### src/rtl/move_exec.sv
// move_exec: accepts tour commands, runs gyro calibration or a forward move, then pulses send_resp.
// Optional feature macro MOVE_EXEC_FANFARE_EN: opcode 4'h5 moves like 4'h4 and fires fanfare_go with send_resp.
module move_exec #(
  parameter logic [9:0]  FRWRD_INC    = 10'h010,
  parameter logic [9:0]  FRWRD_MAX    = 10'h2A0,
  parameter int unsigned LINES_PER_SQ = 2
) (
  input  logic        clk,
  input  logic        rst_n,
  input  logic [15:0] cmd,
  input  logic        cmd_rdy,
  output logic        clr_cmd_rdy,
  output logic        send_resp,
  input  logic        heading_rdy,
  input  logic        cntrIR,
  input  logic        cal_done,
  output logic        strt_cal,
  output logic [11:0] dsrd_hdng,
  output logic [9:0]  frwrd,
  output logic        moving,
  output logic        fanfare_go
);

  typedef enum logic [2:0] {IDLE, CAL, MOVE, RAMP_DN, RESP} state_t;

  state_t      state_q, state_d;
  logic [15:0] cmd_q, cmd_d;
  logic        pend_q, pend_d;
  logic [4:0]  line_cnt_q, line_cnt_d;
  logic        ir_q, rise_q;
  logic [9:0]  frwrd_q, frwrd_d;
  logic [11:0] dsrd_hdng_q, dsrd_hdng_d;
  logic        clr_q, clr_d;
  logic        resp_q, resp_d;
  logic        cal_q, cal_d;
  logic        fan_q, fan_d;
  logic        moving_q, moving_d;

  logic [3:0]  opcode, squares;
  logic [7:0]  hdg;
  logic        is_move, is_fanfare;
  logic [4:0]  line_target;
  logic [10:0] frwrd_up, frwrd_dn_step;
  logic [9:0]  frwrd_inc_sat, frwrd_dec_flr;

  assign opcode  = cmd_q[15:12];
  assign hdg     = cmd_q[11:4];
  assign squares = cmd_q[3:0];

`ifdef MOVE_EXEC_FANFARE_EN
  assign is_move    = (opcode == 4'h4) || (opcode == 4'h5);
  assign is_fanfare = (opcode == 4'h5);
`else
  assign is_move    = (opcode == 4'h4);
  assign is_fanfare = 1'b0;
`endif

  assign line_target   = 5'(32'(squares) * LINES_PER_SQ);
  assign frwrd_up      = {1'b0, frwrd_q} + {1'b0, FRWRD_INC};
  assign frwrd_inc_sat = (frwrd_up > {1'b0, FRWRD_MAX}) ? FRWRD_MAX : frwrd_up[9:0];
  assign frwrd_dn_step = {FRWRD_INC, 1'b0};
  assign frwrd_dec_flr = ({1'b0, frwrd_q} <= frwrd_dn_step) ? 10'h000
                                                             : frwrd_q - frwrd_dn_step[9:0];

  // IDLE spends one cycle latching (and acking) the command, then decodes it from cmd_q.
  always_comb begin
    state_d     = state_q;
    cmd_d       = cmd_q;
    pend_d      = 1'b0;
    line_cnt_d  = line_cnt_q;
    frwrd_d     = frwrd_q;
    dsrd_hdng_d = dsrd_hdng_q;
    clr_d       = 1'b0;
    resp_d      = 1'b0;
    cal_d       = 1'b0;
    fan_d       = 1'b0;
    case (state_q)
      IDLE: begin
        if (pend_q) begin
          if (opcode == 4'h2) begin
            cal_d   = 1'b1;
            state_d = CAL;
          end else if (is_move && (squares != 4'h0)) begin
            dsrd_hdng_d = (hdg == 8'h00) ? 12'h000 : {hdg, 4'hF};
            line_cnt_d  = 5'd0;
            frwrd_d     = 10'h000;
            state_d     = MOVE;
          end else begin
            state_d = RESP;
          end
        end else if (cmd_rdy) begin
          cmd_d  = cmd;
          pend_d = 1'b1;
          clr_d  = 1'b1;
        end
      end
      CAL: begin
        if (cal_done) state_d = RESP;
      end
      MOVE: begin
        if (heading_rdy) frwrd_d = frwrd_inc_sat;
        if (rise_q) begin
          line_cnt_d = line_cnt_q + 5'd1;
          if (line_cnt_d == line_target) state_d = RAMP_DN;
        end
      end
      RAMP_DN: begin
        if (frwrd_q == 10'h000) state_d = RESP;
        else if (heading_rdy)   frwrd_d = frwrd_dec_flr;
      end
      RESP: begin
        resp_d  = 1'b1;
        fan_d   = is_fanfare;
        state_d = IDLE;
      end
      default: state_d = IDLE;
    endcase
    moving_d = (state_d == MOVE) || (state_d == RAMP_DN);
  end

  always_ff @(posedge clk) begin
    if (!rst_n) begin
      state_q     <= IDLE;
      cmd_q       <= 16'h0000;
      pend_q      <= 1'b0;
      line_cnt_q  <= 5'd0;
      ir_q        <= 1'b0;
      rise_q      <= 1'b0;
      frwrd_q     <= 10'h000;
      dsrd_hdng_q <= 12'h000;
      clr_q       <= 1'b0;
      resp_q      <= 1'b0;
      cal_q       <= 1'b0;
      fan_q       <= 1'b0;
      moving_q    <= 1'b0;
    end else begin
      state_q     <= state_d;
      cmd_q       <= cmd_d;
      pend_q      <= pend_d;
      line_cnt_q  <= line_cnt_d;
      ir_q        <= cntrIR;
      rise_q      <= cntrIR & ~ir_q;
      frwrd_q     <= frwrd_d;
      dsrd_hdng_q <= dsrd_hdng_d;
      clr_q       <= clr_d;
      resp_q      <= resp_d;
      cal_q       <= cal_d;
      fan_q       <= fan_d;
      moving_q    <= moving_d;
    end
  end

  assign clr_cmd_rdy = clr_q;
  assign send_resp   = resp_q;
  assign strt_cal    = cal_q;
  assign fanfare_go  = fan_q;
  assign dsrd_hdng   = dsrd_hdng_q;
  assign frwrd       = frwrd_q;
  assign moving      = moving_q;

endmodule

### config.mk
export PLATFORM = sky130hd
export DESIGN_NAME = move_exec
export DESIGN_NICKNAME = d
export VERILOG_FILES = /design/src/rtl/move_exec.sv
export SDC_FILE = /design/constraint.sdc
export NUM_CORES = 1
export LEC_CHECK = 0
export ABC_AREA = 1
export BUFFER_PORTS_ARGS = -buffer_cell sky130_fd_sc_hd__buf_2
export CAP_MARGIN = 5
export CORE_MARGIN = 5
export CORE_UTILIZATION = 30
export CTS_BUF_LIST = sky130_fd_sc_hd__clkbuf_8
export DETAILED_ROUTE_END_ITERATION = 7
export PLACE_DENSITY = 0.45
export SYNTH_ARGS = -nofsm -noshare
export SYNTH_HDL_FRONTEND = slang
export SYNTH_SLANG_ARGS = --single-unit
### constraint.sdc
create_clock -name clk -period 1.6 [get_ports clk]
set_input_delay 0.32 -clock clk [delete_from_list [all_inputs] [get_ports clk]]
set_output_delay 0.32 -clock clk [all_outputs]
set_load 0.1 [all_outputs]
Word level (Yosys, flattened, before mapping) --
Index checks and enable logic that the tools add are counted.
Storage, ports and cells: logic and storage cells 78, bits in registers 52, bits of input ports 22
Cells by class: equality and inequality tests 16, muxes and demuxes 26, magnitude comparators 2, reductions and logical operators 14, add/subtract/negate cells 3, bitwise gates (word level) 6
Operator list (number):
- $mux W10 | 8
- $pmux W10 S3 | 1
- $mux W3 | 7
- $mux W5 | 4
- $ne A2 B2 Y1 const B | 7
- $eq A3 B2 Y1 const B | 4
- $mux W12 | 1
- $pmux W3 S4 | 1
- $add A10 B5 Y11 const B | 1
- $gt A11 B10 Y1 const B | 1
- $le A10 B6 Y1 const B | 1
- $logic_not A10 Y1 | 1
- $pmux W5 S2 | 1
- $sub A10 B6 Y10 const B | 1
- $logic_not A8 Y1 | 1
- $reduce_and A7 Y1 | 1
- $reduce_and A3 Y1 | 2
- $add A5 B1 Y5 const B | 1
- $eq A5 B5 Y1 | 1
- $not A1 Y1 | 5
- $reduce_and A5 Y1 | 1
- $eq A4 B2 Y1 const B | 1
- $eq A4 B3 Y1 const B | 1
- $reduce_and A4 Y1 | 1
- 11 further kinds | 13

Longest topological paths before layout --
Gate-level depths: netlist (run 1).
depth in word-level cells 8, depth in mapped cells 13, gate-level depth less buffers 13

Worst setup path before layout (run 1) --
OpenSTA, ideal clock, no wires.
kind register -> register, start register frwrd_q[5] (netlist: frwrd[5]), end register frwrd_q[7] (netlist: frwrd[7]), path buffers 0, stages on the path, launching flop included 13, slack -682 ps, arrival 2159 ps, cells stage by stage dfxtp_1 > inv_1 > ha_1 > nand2_1 > nand2_1 > nand2_1 > nand3_1 > nand2_1 > nand2_1 > nand2_1 > nand2_1 > nand2_1 > a21oi_1
Between the ends: cells in the longest elaborated chain, start to end 5, elaborated cells between the ends (all ways) 13
RTL lines:
- start, declared | RTL line 31 | logic [9:0] frwrd_q, frwrd_d;
- start signal, assigned | RTL line 143 | frwrd_q <= frwrd_d;
- $add A10 B5 Y11 (tied with other cells) | RTL line 59 | assign frwrd_up = {1'b0, frwrd_q} + {1'b0, FRWRD_INC};
- $gt A11 B10 Y1 or $mux W10 (tied branches) | RTL line 60, 62
- $mux W10 (on tied branches) | RTL line 60, 109
- $mux W10 (on tied branches) | RTL line 101, 108
- $pmux W10 S3 | RTL line 77 | case (state_q)
Parallel ways exist; a longest one is shown, timed or not. The select of a mux whose other input is x is not followed. A chain may end at the register's enable or synchronous reset.

Worst setup path after layout (run 1) --
start register frwrd_q[6] (netlist: frwrd[6]), end register frwrd_q[7] (netlist: frwrd[7])
The elaborated chain is that of the path after synthesis.

==> impl_metrics.tcl, run 1 <==
set metrics [dict create \
    status "finished clean" \
    design_area_sq_um 2880 \
    tritoncts "built" \
    final_cell_mix "nor2_1 (55), nand2_1 (48), buf_2 (43)" \
    dp_slack_ps 54.9 \
    setup-violations-final 0 \
    syn_area_sq_um 2270 \
    setup_tns_ps 0 \
    yosys.area_share.xor_xnor_pct 2.70 \
    power_density_nw_per_um2 995 \
    area_growth_pct 27.0 \
    max_stage_delay_ps 380 \
    antenna_found_initial 0 \
    cp.arrival_ps 1690 \
    synth_top_family_by_area "simple AND/OR/NAND/NOR gates" \
    p_leak_nw 1.36 \
    globalRouteOverflowTotal 0 \
    synth-compound-area-share_pct 15.4 \
    fin_cells 471 \
    reg2reg_slack_ps 90 \
    yosysSeqAreaShare_pct 39.7 \
    maxSlewViolCount 0 \
    nets 400 \
    path_class "flop to flop" \
    synthFlopType "dfxtp_1" \
    critPathSlowestCell "dfxtp_4" \
    fin_ws_ps 90.7 \
    yosys.area_share.simple_pct 27.7 \
    finalCriticalPeriod_ps 1510 \
    core_sq_um 7290 \
    seq_area_sq_um 932 \
    synth_edf_count 0 \
    drt-initial-drc-count 71 \
    vdd_ir_drop_max_uv 499 \
    initial_core_util_pct 31.1 \
    path_clk_slew_ps 90 \
    reg2reg_depth 10 \
    hold_path_depth 3 \
    grt_start_max_net_pins 27 \
    detail_route.vias_per_cell 4.40 \
    rows 31 \
    cp_cell_sequence "inv_1 -> nand2_1 -> nor2_1 -> nand2_1 -> nor2_2 -> nor2_4 -> nand2_4 -> nor2_4 -> nand2_1 -> a21oi_1" \
    finClkSkew_ps 8.10 \
    wl_um 5570 \
    synth_cell_type_count 32 \
    crit_top_cell "nand2_1" \
    synth_seq_cells 45 \
    ioPinCount 49 \
    drv_cap 0 \
    rsz0062_at_grt "yes" \
    drc 0 \
    worstPathRequired_ps 1780 \
    portBuffers 43 \
    async_reset_ff_share_pct 0 \
    critPathMaxFanout 7 \
    dieArea_sq_um 9400 \
    start_kind "flop" \
    dp_hpwl_um 4220 \
    hold_viol_final 0 \
    clk_latency_ps 300 \
    diodes 0 \
    wire_per_inst_um 11.8 \
    hold_path.class "input pin to flop" \
    grt_pass1_wl_um 9200 \
    firstDrtPassIters 4 \
    synthAdderAreaFrac_pct 3.86 \
    ys_warn_count 0 \
    fillers 803 \
    htree_levels 2 \
    postRouteAntennaNets 0 \
    die_w_um 97.0 \
    muxShareOfSynthArea_pct 0 \
    clock-sinks 45 \
    track_usage_pct 11.8 \
    final_common_cell "nor2_1" \
    multi_input_area_sq_um 1230 \
    cts_buffers 5 \
    post-route-period-util_pct 94.3 \
    dpl.cell_count 458 \
    drive_gt1_share_pct 29.3 \
    postSynthCellCount 317 \
    cts_hold_buf 0 \
    die_h_um 97.0 \
    placed_cell_area_sq_um 2670 \
    vias 2072 \
    cp-end-kind "flop" \
    first_global_vias 1940 \
    cts_max_path_buffers 2 \
    avgSynthCellArea_sq_um 7.16 \
    root_buffer "clkbuf_8" \
    max_freq_mhz 663 \
    gp_congestion 0.859 \
]
[per-layer routing]
metal | up-vias | part of all wire [%] | global-route usage [%] | wire, um
li1 | 1118 | - | - | -
met1 | 902 | 50 | 16.2 | 2790
met2 | 45 | 43 | 17.8 | 2420
met3 | 7 | 5.1 | 2.95 | 283
met4 | 0 | 1.4 | 4.21 | 76
met5 | - | 0 | 0 | 0
[flip-flops by register name (all words and copies together) (netlist names)]
register	cells
clr_cmd_rdy	1
cmd_q	16
dsrd_hdng	9
frwrd	6
ir_q	1
line_cnt_q	5
moving	1
rise_q	1
send_resp	1
state_q	3
strt_cal	1
[Yosys cell counts, drive strengths merged, types with 2 or more instances]
library cell  instances  share of area (%)
nor2                 61                 11
nand2                55                9.9
dfxtp                45                 40
inv                  38                6.3
o21ai                38                8.9
a21oi                19                4.2
nand3                10                2.2
buf                   9                3.1
ha                    7                3.9
nand4                 6                1.7
xor2                  6                2.3
clkbuf                5               0.83
nor3                  4                1.9
a31oi                 3               0.83
nor4                  3               0.83
o22ai                 2               0.83
[logic make-up (layout without fill, tap and decap cells)]
logic type | Yosys count | count (layout)
adders and majority gates | 7 | 7
AOI/OAI and AO/OA | 64 | 64
DFF | 45 | 45
other | 1 | 5
and+or+nand+nor | 140 | 140
buffers and inverters | 53 | 104
xor gates and xnor gates | 7 | 7
[worst paths after layout]
kind | startpoint | to
setup reg to reg | frwrd[6] | frwrd[7]
hold / removal | cntrIR | ir_q
setup / recovery | frwrd[6] | frwrd[7]
hold reg to reg | ir_q | rise_q
[power breakdown]
group	leakage, nW	internal [mW]	switching [mW]
sequential	0.375	1.21	0.0689
clock	0.0574	0.508	0.397
combinational	0.925	0.207	0.475
total	1.36	1.93	0.941
[worst max-delay path: cells and delay by family (launching register included)]
family	cells	cell delay [ps]
DFF	1	380
AOI/OAI and AO/OA	1	60
buffers and inverters	1	130
and+or+nand+nor	8	820
[area by class of cell]
cell class / count / share of cell area, %
Clock buffer: 6 / 2.87
Clock inverter: 2 / 1.30
Inverter: 39 / 5.30
Multi-Input combinational cell: 223 / 42.7
Sequential cell: 45 / 32.4
Tap cell: 99 / 4.30
Timing Repair Buffer: 57 / 11.1
[through the flow]
stage          util [%]  hold WS (ps)  total power, mW
5_1_grt            39.5           230             3.04
3_3_place_gp       36.6           378             1.94
2_1_floorplan         -           368             1.80
6_report           39.5           226             2.87
3_5_place_dp       36.6           377             1.94
4_1_cts            38.3           216             2.86
[repair_timing]
item / 4_1_cts / 5_1_grt
gates resized for setup: 0 / 19
endpoints found under the hold margin: 0 / 0
buffers inserted: 0 / 5
endpoints found under the setup margin: 0 / 21
Note: power is estimated with default switching activity, not from simulation.
==> run 2: changes to the inputs <==
--- a/config.mk
+++ b/config.mk
@@ -5,7 +5,6 @@
 export SDC_FILE = /design/constraint.sdc
 export NUM_CORES = 1
 export LEC_CHECK = 0
-export ABC_AREA = 1
 export BUFFER_PORTS_ARGS = -buffer_cell sky130_fd_sc_hd__buf_2
 export CAP_MARGIN = 5
 export CORE_MARGIN = 5
==> constraint.sdc (replaced) <==
create_clock -name clk -period 1.6 [get_ports clk]
set_input_delay 0.32 -clock clk [delete_from_list [all_inputs] [get_ports clk]]
set_output_delay 0.32 -clock clk [all_outputs]
set_load 0.02 [all_outputs]
==> impl_metrics.tcl, run 2 <==
set metrics [dict create \
    status "finished with violations" \
    violations "setup timing" \
    largest_reg_flops 16 \
    yosysSeqAreaShare_pct 36.3 \
    portBuffers 43 \
    die_h_um 101 \
    yosysTopAreaCell "dfxtp_1" \
    cts_buffers 5 \
    cts_hold_buf 0 \
    hold_path.class "input pin to flop" \
    critPathSlowestCell "or4b_4" \
    drt-initial-drc-count 29 \
    start_kind "flop" \
    fin_ws_ps -168 \
    antenna_found_initial 0 \
    clock-sinks 45 \
    cp-end-kind "flop" \
    root_buffer "clkbuf_8" \
    synth_seq_cells 45 \
    die_w_um 101 \
    track_usage_pct 12.4 \
    regMostFlops "cmd_q" \
    power_mw 2.41 \
    htree_levels 2 \
    path_clk_slew_ps 90 \
    ioPinCount 49 \
    worstPathRequired_ps 1810 \
    drive_gt1_share_pct 42.8 \
    critPathMaxFanout 5 \
    crit_top_cell "buf_4" \
    rows 33 \
    synth_cell_type_count 61 \
    firstDrtPassIters 4 \
    detail_route.vias_per_cell 4.58 \
    finalCriticalPeriod_ps 1770 \
    seq_area_sq_um 916 \
    synth_common_cells "dfxtp_1 (45), nand2_1 (43), nor2b_1 (12), a21boi_1 (10)" \
    setup-violations-final 24 \
    avgSynthCellArea_sq_um 9.00 \
    ys_warn_count 0 \
    p_leak_nw 1.41 \
    grt_pass1_wl_um 10100 \
    maxSlewViolCount 0 \
    worst_hold_slack_ps 232 \
    dieArea_sq_um 10200 \
    postSynthCellCount 276 \
    clk_latency_ps 300 \
    finClkSkew_ps 4.15 \
    cp.arrival_ps 1970 \
    final_cell_mix "buf_2 (43), nand2_1 (40), dfxtp_1 (39)" \
    wire_per_inst_um 13.5 \
    synth_area_leaders "dfxtp_1 (36%), nand2_1 (6.5%), a21boi_2 (4.1%), mux2i_1 (3.6%), ha_1 (3.5%)" \
    synthFlopType "dfxtp_1" \
    dpl.cell_count 443 \
    path_class "flop to flop" \
    syn_area_sq_um 2480 \
    cp_cell_sequence "buf_4 -> or4b_4 -> a21oi_4 -> a221oi_4 -> buf_4 -> a41o_1" \
    rsz0062_at_grt "yes" \
    vias 2105 \
    dp_slack_ps -187 \
    initial_core_util_pct 30.5 \
    async_reset_ff_share_pct 0 \
    multi_input_area_sq_um 1560 \
    nets 383 \
    drc 0 \
    gp_congestion 0.776 \
    final_common_cell "buf_2" \
    area_growth_pct 35.8 \
    max_stage_delay_ps 570 \
    drv_cap 0 \
    fillers 818 \
    hold_viol_final 0 \
    diodes 0 \
    cts_max_path_buffers 2 \
    first_global_vias 2036 \
    synth_edf_count 0 \
    dp_hpwl_um 4430 \
    tritoncts "built" \
    grt_start_max_net_pins 25 \
    synth.most_common_cell "dfxtp_1" \
    yosysTopAreaCellShare_pct 36.3 \
    globalRouteOverflowTotal 0 \
    core_sq_um 8130 \
    max_freq_mhz 566 \
    wl_um 6200 \
    fin_cells 460 \
    postRouteAntennaNets 0 \
    power_density_nw_per_um2 716 \
    post-route-period-util_pct 111 \
    final_util_pct 41.5 \
    vdd_ir_drop_max_uv 416 \
]
==> run 2: cell types whose count changed after synthesis, moves of 8 or more <==
| cell | delta |
|---|---|
| a21boi_1 | +10 |
| a21oi_1 | -12 |
| nand2_2 | +8 |
| mux2i_1 | +9 |
| inv_1 | -30 |
| nor2_1 | -52 |
| nor2b_1 | +12 |
| a21boi_2 | +9 |
| nand2_1 | -9 |
| o21ai_0 | -31 |
==> run 2: power by group <==
group          switching (mW)  internal (mW)  total (mW)  leakage, nW
clock                   0.436          0.311       0.747       0.0445
sequential             0.0410           1.16        1.20        0.370
combinational           0.232          0.234       0.466         1.00
total                   0.709           1.71        2.41         1.41
==> run 2: kinds of logic (layout without fill, tap and decap cells) <==
kind of cell,count (synthesis),in the layout,synth area share (%)
and+or+nand+nor,113,113,25.6
AOI/OAI and AO/OA,61,61,19.7
DFF,45,45,36.3
buffers and inverters,27,102,6.45
xor gates and xnor gates,13,13,4.58
muxes,9,9,3.63
adders and majority gates,7,7,3.53
other,1,5,0.151
==> run 2: what timing repair did <==
item                                    4_1_cts  5_1_grt
hold endpoints to repair                      0        0
cloned                                        2        0
endpoints found under the setup margin       39       42
buffers inserted                              8        0
gates resized for setup                      21       14
pin swaps                                    11       12
==> run 2: critical path, delay by kind of cell, from the launching register on <==
family          cells  cell delay, ps
buf+inv             2             300
compound gates      3             480
flops               1             330
simple gates        1             570
==> run 2: path summary, 6_finish.rpt <==
check,start,cells after the start,slack [ps],endpoint
max reg2reg,cmd_q[15],6,-170,frwrd[9]
min,cntrIR,2,230,ir_q
max,cmd_q[15],6,-170,frwrd[9]
min reg2reg,ir_q,1,390,rise_q
==> run 2: metal layers <==
metal	GRT usage [%]	vias up	routed length, um
li1	-	1108	-
met3	3.11	5	234
met5	0	-	0
met2	20.2	27	2950
met4	2.76	0	61
met1	16.6	965	2950
==> run 2: stage by stage <==
stage	setup TNS [ps]	cell area [sq um]
finish	-2980	3370
global route	-5630	3370
CTS	-2650	3310
detailed placement	-2290	3040
global placement	-1660	3040
floorplan	0	2530
==> run 2: layout make-up <==
| type | instances | area share [%] |
|---|---|---|
| clock buffer | 5 | 2.04 |
| clock inverter | 3 | 0.631 |
| inverter | 5 | 0.557 |
| multi-input combinational | 208 | 46.4 |
| sequential | 45 | 27.2 |
| tap | 105 | 3.90 |
| timing repair buffer | 89 | 19.3 |
